===== src/rtl/meteor_pkg.sv =====
// Shared meteor constants, per-slot state record and spawn column helper.
// The spawn column is folded so a 16-pixel sprite never starts past the right edge.
package meteor_pkg;

  localparam int N_SLOTS      = 4;
  localparam int SPAWN_PERIOD = 32;
  localparam int SPEED        = 2;
  localparam int SCREEN_W     = 640;
  localparam int SCREEN_H     = 480;
  localparam int SPR_SIZE     = 16;

  localparam logic [15:0] LFSR_SEED = 16'hACE1;

  typedef struct packed {
    logic       active;
    logic [9:0] x;
    logic [9:0] y;
    logic [1:0] sprite;
  } slot_t;

  function automatic logic [9:0] spawn_x(input logic [9:0] r);
    return (r >= 10'(SCREEN_W - SPR_SIZE)) ? r - 10'd512 : r;
  endfunction

endpackage


===== src/rtl/lfsr16.sv =====
// 16-bit maximal-length Fibonacci LFSR (taps 16,14,13,11), steps every clock.
// Synchronous reset loads SEED; no enable, never stalls.
module lfsr16
  import meteor_pkg::*;
#(
  parameter logic [15:0] SEED = LFSR_SEED
) (
  input  logic        clk,
  input  logic        reset,
  output logic [15:0] state
);

  logic fb;

  assign fb = state[0] ^ state[2] ^ state[3] ^ state[5];

  always_ff @(posedge clk) begin
    if (reset) state <= SEED;
    else       state <= {fb, state[15:1]};
  end

endmodule


===== src/rtl/meteor_ctrl.sv =====
// Meteor slot manager (spawn/fall/kill) plus 2-cycle pixel hit pipeline into an external sprite ROM.
// One pixel per cycle, no stalls; METEOR_COIN_EN enables sprite 3 (coin) and pix_coin.
module meteor_ctrl
  import meteor_pkg::*;
#(
  parameter int N_SLOTS      = meteor_pkg::N_SLOTS,
  parameter int SPAWN_PERIOD = meteor_pkg::SPAWN_PERIOD,
  parameter int SPEED        = meteor_pkg::SPEED
) (
  input  logic               clk,
  input  logic               reset,
  input  logic               frame_tick,
  input  logic               px_valid,
  input  logic [9:0]         px_x,
  input  logic [9:0]         px_y,
  input  logic               kill_valid,
  input  logic [1:0]         kill_slot,
  output logic [3:0]         rom_y,
  output logic [1:0]         rom_sprite,
  input  logic [15:0]        rom_bits,
  output logic               pix_on,
  output logic               pix_coin,
  output logic [1:0]         pix_slot,
  output logic [N_SLOTS-1:0] active
);

  localparam int            CW     = $clog2(SPAWN_PERIOD + 1);
  localparam logic [CW-1:0] RELOAD = CW'(SPAWN_PERIOD - 1);

  slot_t              slots     [N_SLOTS];
  slot_t              slots_nxt [N_SLOTS];
  logic [CW-1:0]      spawn_cnt;
  logic [CW-1:0]      spawn_cnt_nxt;
  logic               spawn_due;
  logic [N_SLOTS-1:0] spawn_sel;
  logic [1:0]         new_sprite;
  logic [15:0]        lfsr;
  logic               lfsr_unused;

  logic               hit;
  logic [1:0]         hit_slot;
  logic [3:0]         hit_dx;
  logic [3:0]         hit_dy;
  logic [1:0]         hit_spr;
  logic               hit_q;
  logic [3:0]         col_q;
  logic [1:0]         slot_q;
  logic               lit;

  lfsr16 u_lfsr (
    .clk   (clk),
    .reset (reset),
    .state (lfsr)
  );

  assign lfsr_unused = ^lfsr[15:12];

  always_comb begin
    new_sprite = lfsr[11:10];
`ifndef METEOR_COIN_EN
    if (new_sprite == 2'd3) new_sprite = 2'd0;
`endif
  end

  // Target is picked from the start-of-cycle mask, so a same-cycle kill or exit never redirects it.
  always_comb begin
    logic taken;
    taken     = 1'b0;
    spawn_sel = '0;
    for (int i = 0; i < N_SLOTS; i++) begin
      spawn_sel[i] = !slots[i].active && !taken;
      taken        = taken | !slots[i].active;
    end
  end

  assign spawn_due     = frame_tick && (spawn_cnt == '0);
  assign spawn_cnt_nxt = !frame_tick ? spawn_cnt :
                         spawn_due   ? RELOAD    : spawn_cnt - CW'(1);

  always_comb begin
    logic [10:0] ny;
    ny = '0;
    for (int i = 0; i < N_SLOTS; i++) begin
      slots_nxt[i] = slots[i];
      ny = {1'b0, slots[i].y} + 11'(SPEED);
      if (frame_tick && slots[i].active) begin
        slots_nxt[i].y = ny[9:0];
        if (ny >= 11'(SCREEN_H)) slots_nxt[i].active = 1'b0;
      end
      if (kill_valid && (kill_slot == 2'(i))) slots_nxt[i].active = 1'b0;
      if (spawn_due && spawn_sel[i])
        slots_nxt[i] = '{active: 1'b1, x: spawn_x(lfsr[9:0]), y: 10'd0, sprite: new_sprite};
    end
  end

  always_ff @(posedge clk) begin
    if (reset) begin
      for (int i = 0; i < N_SLOTS; i++) slots[i] <= '0;
      spawn_cnt <= RELOAD;
    end else begin
      for (int i = 0; i < N_SLOTS; i++) slots[i] <= slots_nxt[i];
      spawn_cnt <= spawn_cnt_nxt;
    end
  end

  always_comb begin
    for (int i = 0; i < N_SLOTS; i++) active[i] = slots[i].active;
  end

  // Scan high to low so the lowest matching index is the one left standing.
  always_comb begin
    logic [9:0] dx;
    logic [9:0] dy;
    dx       = '0;
    dy       = '0;
    hit      = 1'b0;
    hit_slot = '0;
    hit_dx   = '0;
    hit_dy   = '0;
    hit_spr  = '0;
    for (int i = N_SLOTS - 1; i >= 0; i--) begin
      dx = px_x - slots[i].x;
      dy = px_y - slots[i].y;
      if (px_valid && slots[i].active && (dx < 10'(SPR_SIZE)) && (dy < 10'(SPR_SIZE))) begin
        hit      = 1'b1;
        hit_slot = 2'(i);
        hit_dx   = dx[3:0];
        hit_dy   = dy[3:0];
        hit_spr  = slots[i].sprite;
      end
    end
  end

  always_ff @(posedge clk) begin
    if (reset) begin
      hit_q      <= 1'b0;
      col_q      <= '0;
      slot_q     <= '0;
      rom_y      <= '0;
      rom_sprite <= '0;
    end else begin
      hit_q      <= hit;
      col_q      <= hit_dx;
      slot_q     <= hit_slot;
      rom_y      <= hit_dy;
      rom_sprite <= hit_spr;
    end
  end

  assign lit = hit_q & rom_bits[4'd15 - col_q];

  always_ff @(posedge clk) begin
    if (reset) begin
      pix_on   <= 1'b0;
      pix_slot <= '0;
    end else begin
      pix_on   <= lit;
      pix_slot <= slot_q;
    end
  end

`ifdef METEOR_COIN_EN
  always_ff @(posedge clk) begin
    if (reset) pix_coin <= 1'b0;
    else       pix_coin <= lit & (rom_sprite == 2'd3);
  end
`else
  assign pix_coin = 1'b0;
`endif

endmodule


===== config.mk =====
export PLATFORM = sky130hd
export DESIGN_NAME = meteor_ctrl
export DESIGN_NICKNAME = d
export VERILOG_FILES = /design/src/rtl/meteor_pkg.sv /design/src/rtl/lfsr16.sv /design/src/rtl/meteor_ctrl.sv
export SDC_FILE = /design/constraint.sdc
export NUM_CORES = 1
export LEC_CHECK = 0
export BUFFER_PORTS_ARGS = -buffer_cell sky130_fd_sc_hd__buf_2
export CELL_PAD_IN_SITES_DETAIL_PLACEMENT = 1
export CELL_PAD_IN_SITES_GLOBAL_PLACEMENT = 2
export CORE_ASPECT_RATIO = 0.6
export CORE_MARGIN = 4
export CORE_UTILIZATION = 30
export DETAILED_ROUTE_END_ITERATION = 12
export PLACE_DENSITY = 0.74
export SYNTH_ARGS = -nofsm -noshare
export SYNTH_HDL_FRONTEND = slang
export SYNTH_HIERARCHICAL = 1
export SYNTH_SLANG_ARGS = --single-unit

===== constraint.sdc =====
create_clock -name clk -period 3.3 [get_ports clk]
set_clock_uncertainty 0.05 [all_clocks]
set_input_delay 0.495 -clock clk [delete_from_list [all_inputs] [get_ports clk]]
set_output_delay 0.495 -clock clk [all_outputs]
set_load 0.02 [all_outputs]

# Word-level counts from Yosys, hierarchy flattened
# Memories as Yosys holds them, arrays and structs flattened.
# Index checks and enable logic that the tools add are counted.
[word_totals] reg_bits=38 ramBits=92 input_bits=43 output_inout_bits=14 wordCells=143 n_memories=1
[classes] addsub=15 order_cmp=14 eq_ne=4 mux=51 n_bitwise=10 reduce_logical=38
[memory_table] memory="slots" depth=4 word_bits=23 rd=4 rd_clocked_by_memory_dff=0 wr=4 line="meteor_ctrl.sv:30" source="slot_t slots [N_SLOTS];"
[ops] cell="$mux 23" n=8
[ops] cell="$lt 10x5->1 const B" n=8
[ops] cell="$sub 10x10->10" n=8
[ops] cell="$mux 10" n=5
[ops] cell="$add 10x2->11 const B" n=4
[ops] cell="$ge 11x9->1 const B" n=4
[ops] cell="$mux 4" n=8
[ops] cell="$logic_and 1x1->1" n=28
[ops] cell="$mux 1" n=21
[ops] cell="$mux 2" n=7
[ops] cell="$ge 10x10->1 const B" n=1
[ops] cell="$sub 10x10->10 const B" n=1
[ops] cell="$eq 2x2->1 const B" n=3
[ops] cell="$logic_not 1->1" n=6
[ops] cell="$logic_not 6->1" n=1
[ops] cell="$mux 6" n=1
[ops] cell="$or 1x1->1" n=6
[ops] cell="$sub 6x1->6 const B" n=1
[ops] cell="$lt 4x5->1 const B" n=1
[ops] cell="$bmux 1 s4" n=1
[ops] cell="$sub 4x4->4 const A" n=1
[ops] cell="$reduce_or 3->1" n=1
[ops] cell="$xor 1x1->1" n=3
[ops] cell="$eq 2x1->1 const B" n=1
[ops] cell="3 further kinds" n=3

# Longest topological paths before layout
# An unclocked memory read counts as a cell.
[depth] word_depth=9 mapped_depth=13 mapped_depth_nobuf=12

# By module
# The synthesis kept the hierarchy.
[modules_own_cells] mod="meteor_ctrl" n_inst=1 cells_each=1036 area_each_um2=8318.0 seq_area_each_um2=2202.1
[modules_own_cells] mod="lfsr16" n_inst=1 cells_each=36 area_each_um2=457.9 seq_area_each_um2=320.3

# Worst setup path before layout
# No wires, ideal clock.
[synth_timing] kind="in2reg" from="input px_x[0]" to="register col_q[3]" setup_ps=87 arrival_ps=2842 path_slack_ps=321 cell_stages=13 path_buffers=1 path_cell_list="inv_1 > ha_1 > fa_1 > nor2b_1 > o31a_1 > o21ai_0 > a21oi_1 > xor2_1 > nor2_1 > and4b_1 > or3b_1 > buf_2 > o221ai_1"
[synth_via] elab_chain_len=8 elab_cells_between_ends=20 classes_between="4 x add/sub; 4 x order compare; 4 x mux; 8 x reduce/logical"
[synth_lines] item="start, declared" line="meteor_ctrl.sv:14" source="input logic [9:0] px_x,"
[synth_lines] item="$sub 10x10->10" line="meteor_ctrl.sv:122" source="dx = px_x - slots[i].x;"
[synth_lines] item="$lt 10x5->1" line="meteor_ctrl.sv:124" source="if (px_valid && slots[i].active && (dx < 10'(SPR_SIZE)) && (dy < 10'(SPR_SIZE))) begin"
[synth_lines] item="$logic_and 1x1->1 (2 in series)" line="meteor_ctrl.sv:124"
[synth_lines] item="$mux 4 (3 in series)" line="meteor_ctrl.sv:124"
[synth_lines] item="$mux 4 *" line="meteor_ctrl.sv:124"
[synth_lines] item="end signal, assigned" line="meteor_ctrl.sv:143" source="col_q <= hit_dx;"
[synth_lines] item="end, declared" line="meteor_ctrl.sv:46" source="logic [3:0] col_q;"
# Mark *: on every way between the ends. The rest lies on a longest branch, timed or not.
# A chain may end at the register's enable or synchronous reset.

==> impl_results.md <==
- Total track usage: 18.3%
- Final worst path period share: 93.8%
- Initial antenna violation count: 1
- Most frequent cell after synthesis: dfxtp_1
- Chip height: 140 µm
- Clock sinks: 126
- Initial core utilization: between 30% and 40%
- Clk pin slew, worst setup/hold paths: roughly 70 ps
- Antenna Nets Post-Route: 0
- Hold Violations, Final: 0
- Initial DRC count: 386
- Worst vdd ir: 0.000322 V
- Worst setup margin: between 200 and 250 ps
- Clock power share: 48.5%
- Logic gate share of total power: 13.6%
- Top post-synthesis cells by area: dfxtp_1 (29%), ha_1 (11%), nor2_1 (5.3%)
- Nets: 1,307
- Largest net degree at the start of global routing: 28
- Post-synth ARST share: 0%
- First-pass GRT wire length: 45,900 µm
- Number of antenna diodes: 0
- Inserted Clock Buffers: 17
- Pre-CTS WS: -209 ps
- Cell Int Power: 0.00297 W
- Setup Crit Path Kind: reg -> reg
- Synth Cell Area: 0.00878 mm²
- Root buffer cell: clkbuf_16
- Maximum fanout along the worst path: 5
- Core Rows: 48
- Max stage delay on crit path: between 400 and 500 ps
- Dpl cell area: between 0.009 and 0.01 mm²
- Leakage: 4.07 nW
- Max Clock Freq: between 300 and 400 MHz
- Yosys reg bits: 126
- Vias per cell: 5.10
- Max clock buf depth: 2
- Core area: 0.0288 mm²
- Syn Area/Cell: 8.19 µm²
- EDFF count, synth: 0
- Min Tclk post-route: 3100 ps
- Vias in the first global route: around 7,900
- H-Tree Depth: 4
- Synth top area share: 28.7%
- Final WL: 29,400 µm
- CP required: about 3600 ps
- Pwr Total: 0.00410 W
- Critical-path top delay cell: a2111oi_1
- Post-CTS setup buffer count: 0
- Gate Count Post-Synth: 1,072
- Worst-Margin Slew: about 740 ps
- Fraction of layout cells with a size suffix above 1: 15.6%
- PwrDens: 390 mW/mm²
- Crit. End Element: flip-flop
- Sw frac: between 20% and 30%
- Via count: roughly 8,000
- CTS Hold Bufs: 0
- Most frequent cell on the critical path: buf_4
- Worst path top cell family by delay: compound AO/OA/AOI/OAI gates
- Final setup vio count: 0
- Drt pass-1 iters: 5
- Residual DRC: 0
- PortBufs: 55
- CP arrival: 3410 ps
- Die Wd: 229 µm
- Post-synth top cells: dfxtp_1 (126), nor2_1 (124), inv_1 (92)
- Fin area: 0.0105 mm²
- Clk_lat worst skew: about 450 ps
- Critical path buffer and inverter count: 4
- Wire per inst: 18.8 µm
- Net Count, Synth: 1,200
- Dominant cell type by area after synthesis: dfxtp_1
- IO Pins: 57
- Hold Path Class: in -> reg
- CP Launch Type: flip-flop
- Predominant post-synthesis flop cell: dfxtp_1
- Max Slew Vio Count: 0
- Area growth from synthesis to layout: 19.9%
- Detailed placement HPWL: between 20,000 and 25,000 µm
- GPL Wtd Cong: 0.875
- Status: completed
- Slew HR: 50.4%
- Net switching power: approximately 0.0011 W
- Sequential power share: around 38%
- Full die area: 0.0321 mm²
- Netlist cell types: 75
- Gr ovfl total: 0
- Synth warn: 6
- Max-cap violations: 0
- Worst-path cell chain: inv_1 > ha_1 > or3b_1 > o2111ai_1 > a2111oi_1 > buf_4 > o211ai_1 > nor4b_2 > nand4_1 > buf_4 > nor2_1 > mux2i_1 > buf_4 > o21ai_1
- CTS tree: done
- Sequential area share after synthesis: 28.7%
[worst register-to-register path, cell delays in order, from the launching register on]
cell       delay (ps)
dfxtp_1           400
inv_1              90
ha_1              320
or3b_1            120
o2111ai_1         110
a2111oi_1         450
buf_4             180
o211ai_1          100
nor4b_2           270
nand4_1           130
buf_4             190
nor2_1            180
mux2i_1           140
buf_4             150
o21ai_1           130
[metal layers]
| layer | track usage, % | up-vias | wire (µm) |
|---|---|---|---|
| met3 | 3.09 | 20 | 1240 |
| met4 | 4.73 | 0 | 309 |
| met5 | 0 | - | 0 |
| li1 | - | 3955 | - |
| met1 | 29.6 | 3879 | 16900 |
| met2 | 24.4 | 138 | 11000 |
[placed cells by master (no fill, tap or decap), types with 8 or more instances in the layout]
cell       netlist  final
buf_4            6     64
o21ai_0         22     22
nand3_1         14     13
dfxtp_1        126    126
xnor2_1         52     52
clkbuf_16        0     17
a31oi_1         13     13
nand4_1         23     23
or2_1            9      9
inv_1           92     92
a21o_1          11     11
nand2b_1        18     18
nor3_1          31     31
nor2b_1         25     25
o22ai_1          9      9
a21oi_1         66     66
o211ai_1         9      9
buf_2            5     55
xor2_1          20     20
and3_1           9      8
ha_1            77     76
nor2_1         124    123
o21a_1          19     19
nand2_1         91     91
mux2i_1         42     42
a2bb2oi_1        8      8
fa_1             8      8
[layout make-up]
class                   instances  area (µm²)
inverters                      92         345
well taps                     375         469
clock buffers                  18         439
multi-input cells             820        5760
repair buffers                122         816
flip-flops and latches        126        2520
fillers                      3462       18200
clock inverters                14         168
[path summary, 6_finish.rpt]
path / startpoint / end / slack, ps / depth (start not counted)
worst max register to register: slots[0][76] / col_q[0] / 200 / 14
worst min-delay path: px_y[0] / rom_y[0] / 280 / 3
worst max-delay path: slots[0][76] / col_q[0] / 200 / 14
worst min register to register: u_lfsr/state[14] / u_lfsr/state[13] / 350 / 1
[state kept, by name (all words and copies together), names as in the netlist]
name,cells
pix_slot,2
u_lfsr/state,16
slot_q,2
spawn_cnt,6
col_q,4
pix_on,1
hit_q,1
rom_sprite,2
slots,88
rom_y,4
[timing repair]
item                                    4_1_cts  5_1_grt
endpoints found under the setup margin        1       11
gates resized for setup                       1        7
pin swaps                                     0        1
[kinds of logic after synthesis]
group / share of synthesized area [%]
buf+inv: 5.97
compound gates: 15.7
other cells: 0.0427
mux: 6.33
fa+ha+maj: 12.8
xor+xnor: 7.37
simple gates: 23.1
flops: 28.7
[metrics by stage]
step	hold WS, ps	std cells	setup TNS (ps)	util, %
6_report	280	1567	0	36.6
5_1_grt	289	1567	-77.7	36.6
4_1_cts	264	1567	0	36.5
3_5_place_dp	344	1535	-1070	34.4
3_3_place_gp	338	1535	-391	34.4
2_1_floorplan	333	1072	0	-
[power groups by stage]
stage               logic, W  registers (W)  clock network [W]
floorplan           0.000347        0.00158                  0
global placement    0.000540        0.00159                  0
detailed placement  0.000547        0.00159                  0
CTS                 0.000551        0.00156            0.00203
global route        0.000613        0.00156            0.00209
finish              0.000557        0.00156            0.00199
Power figures use the tool's default switching activity.
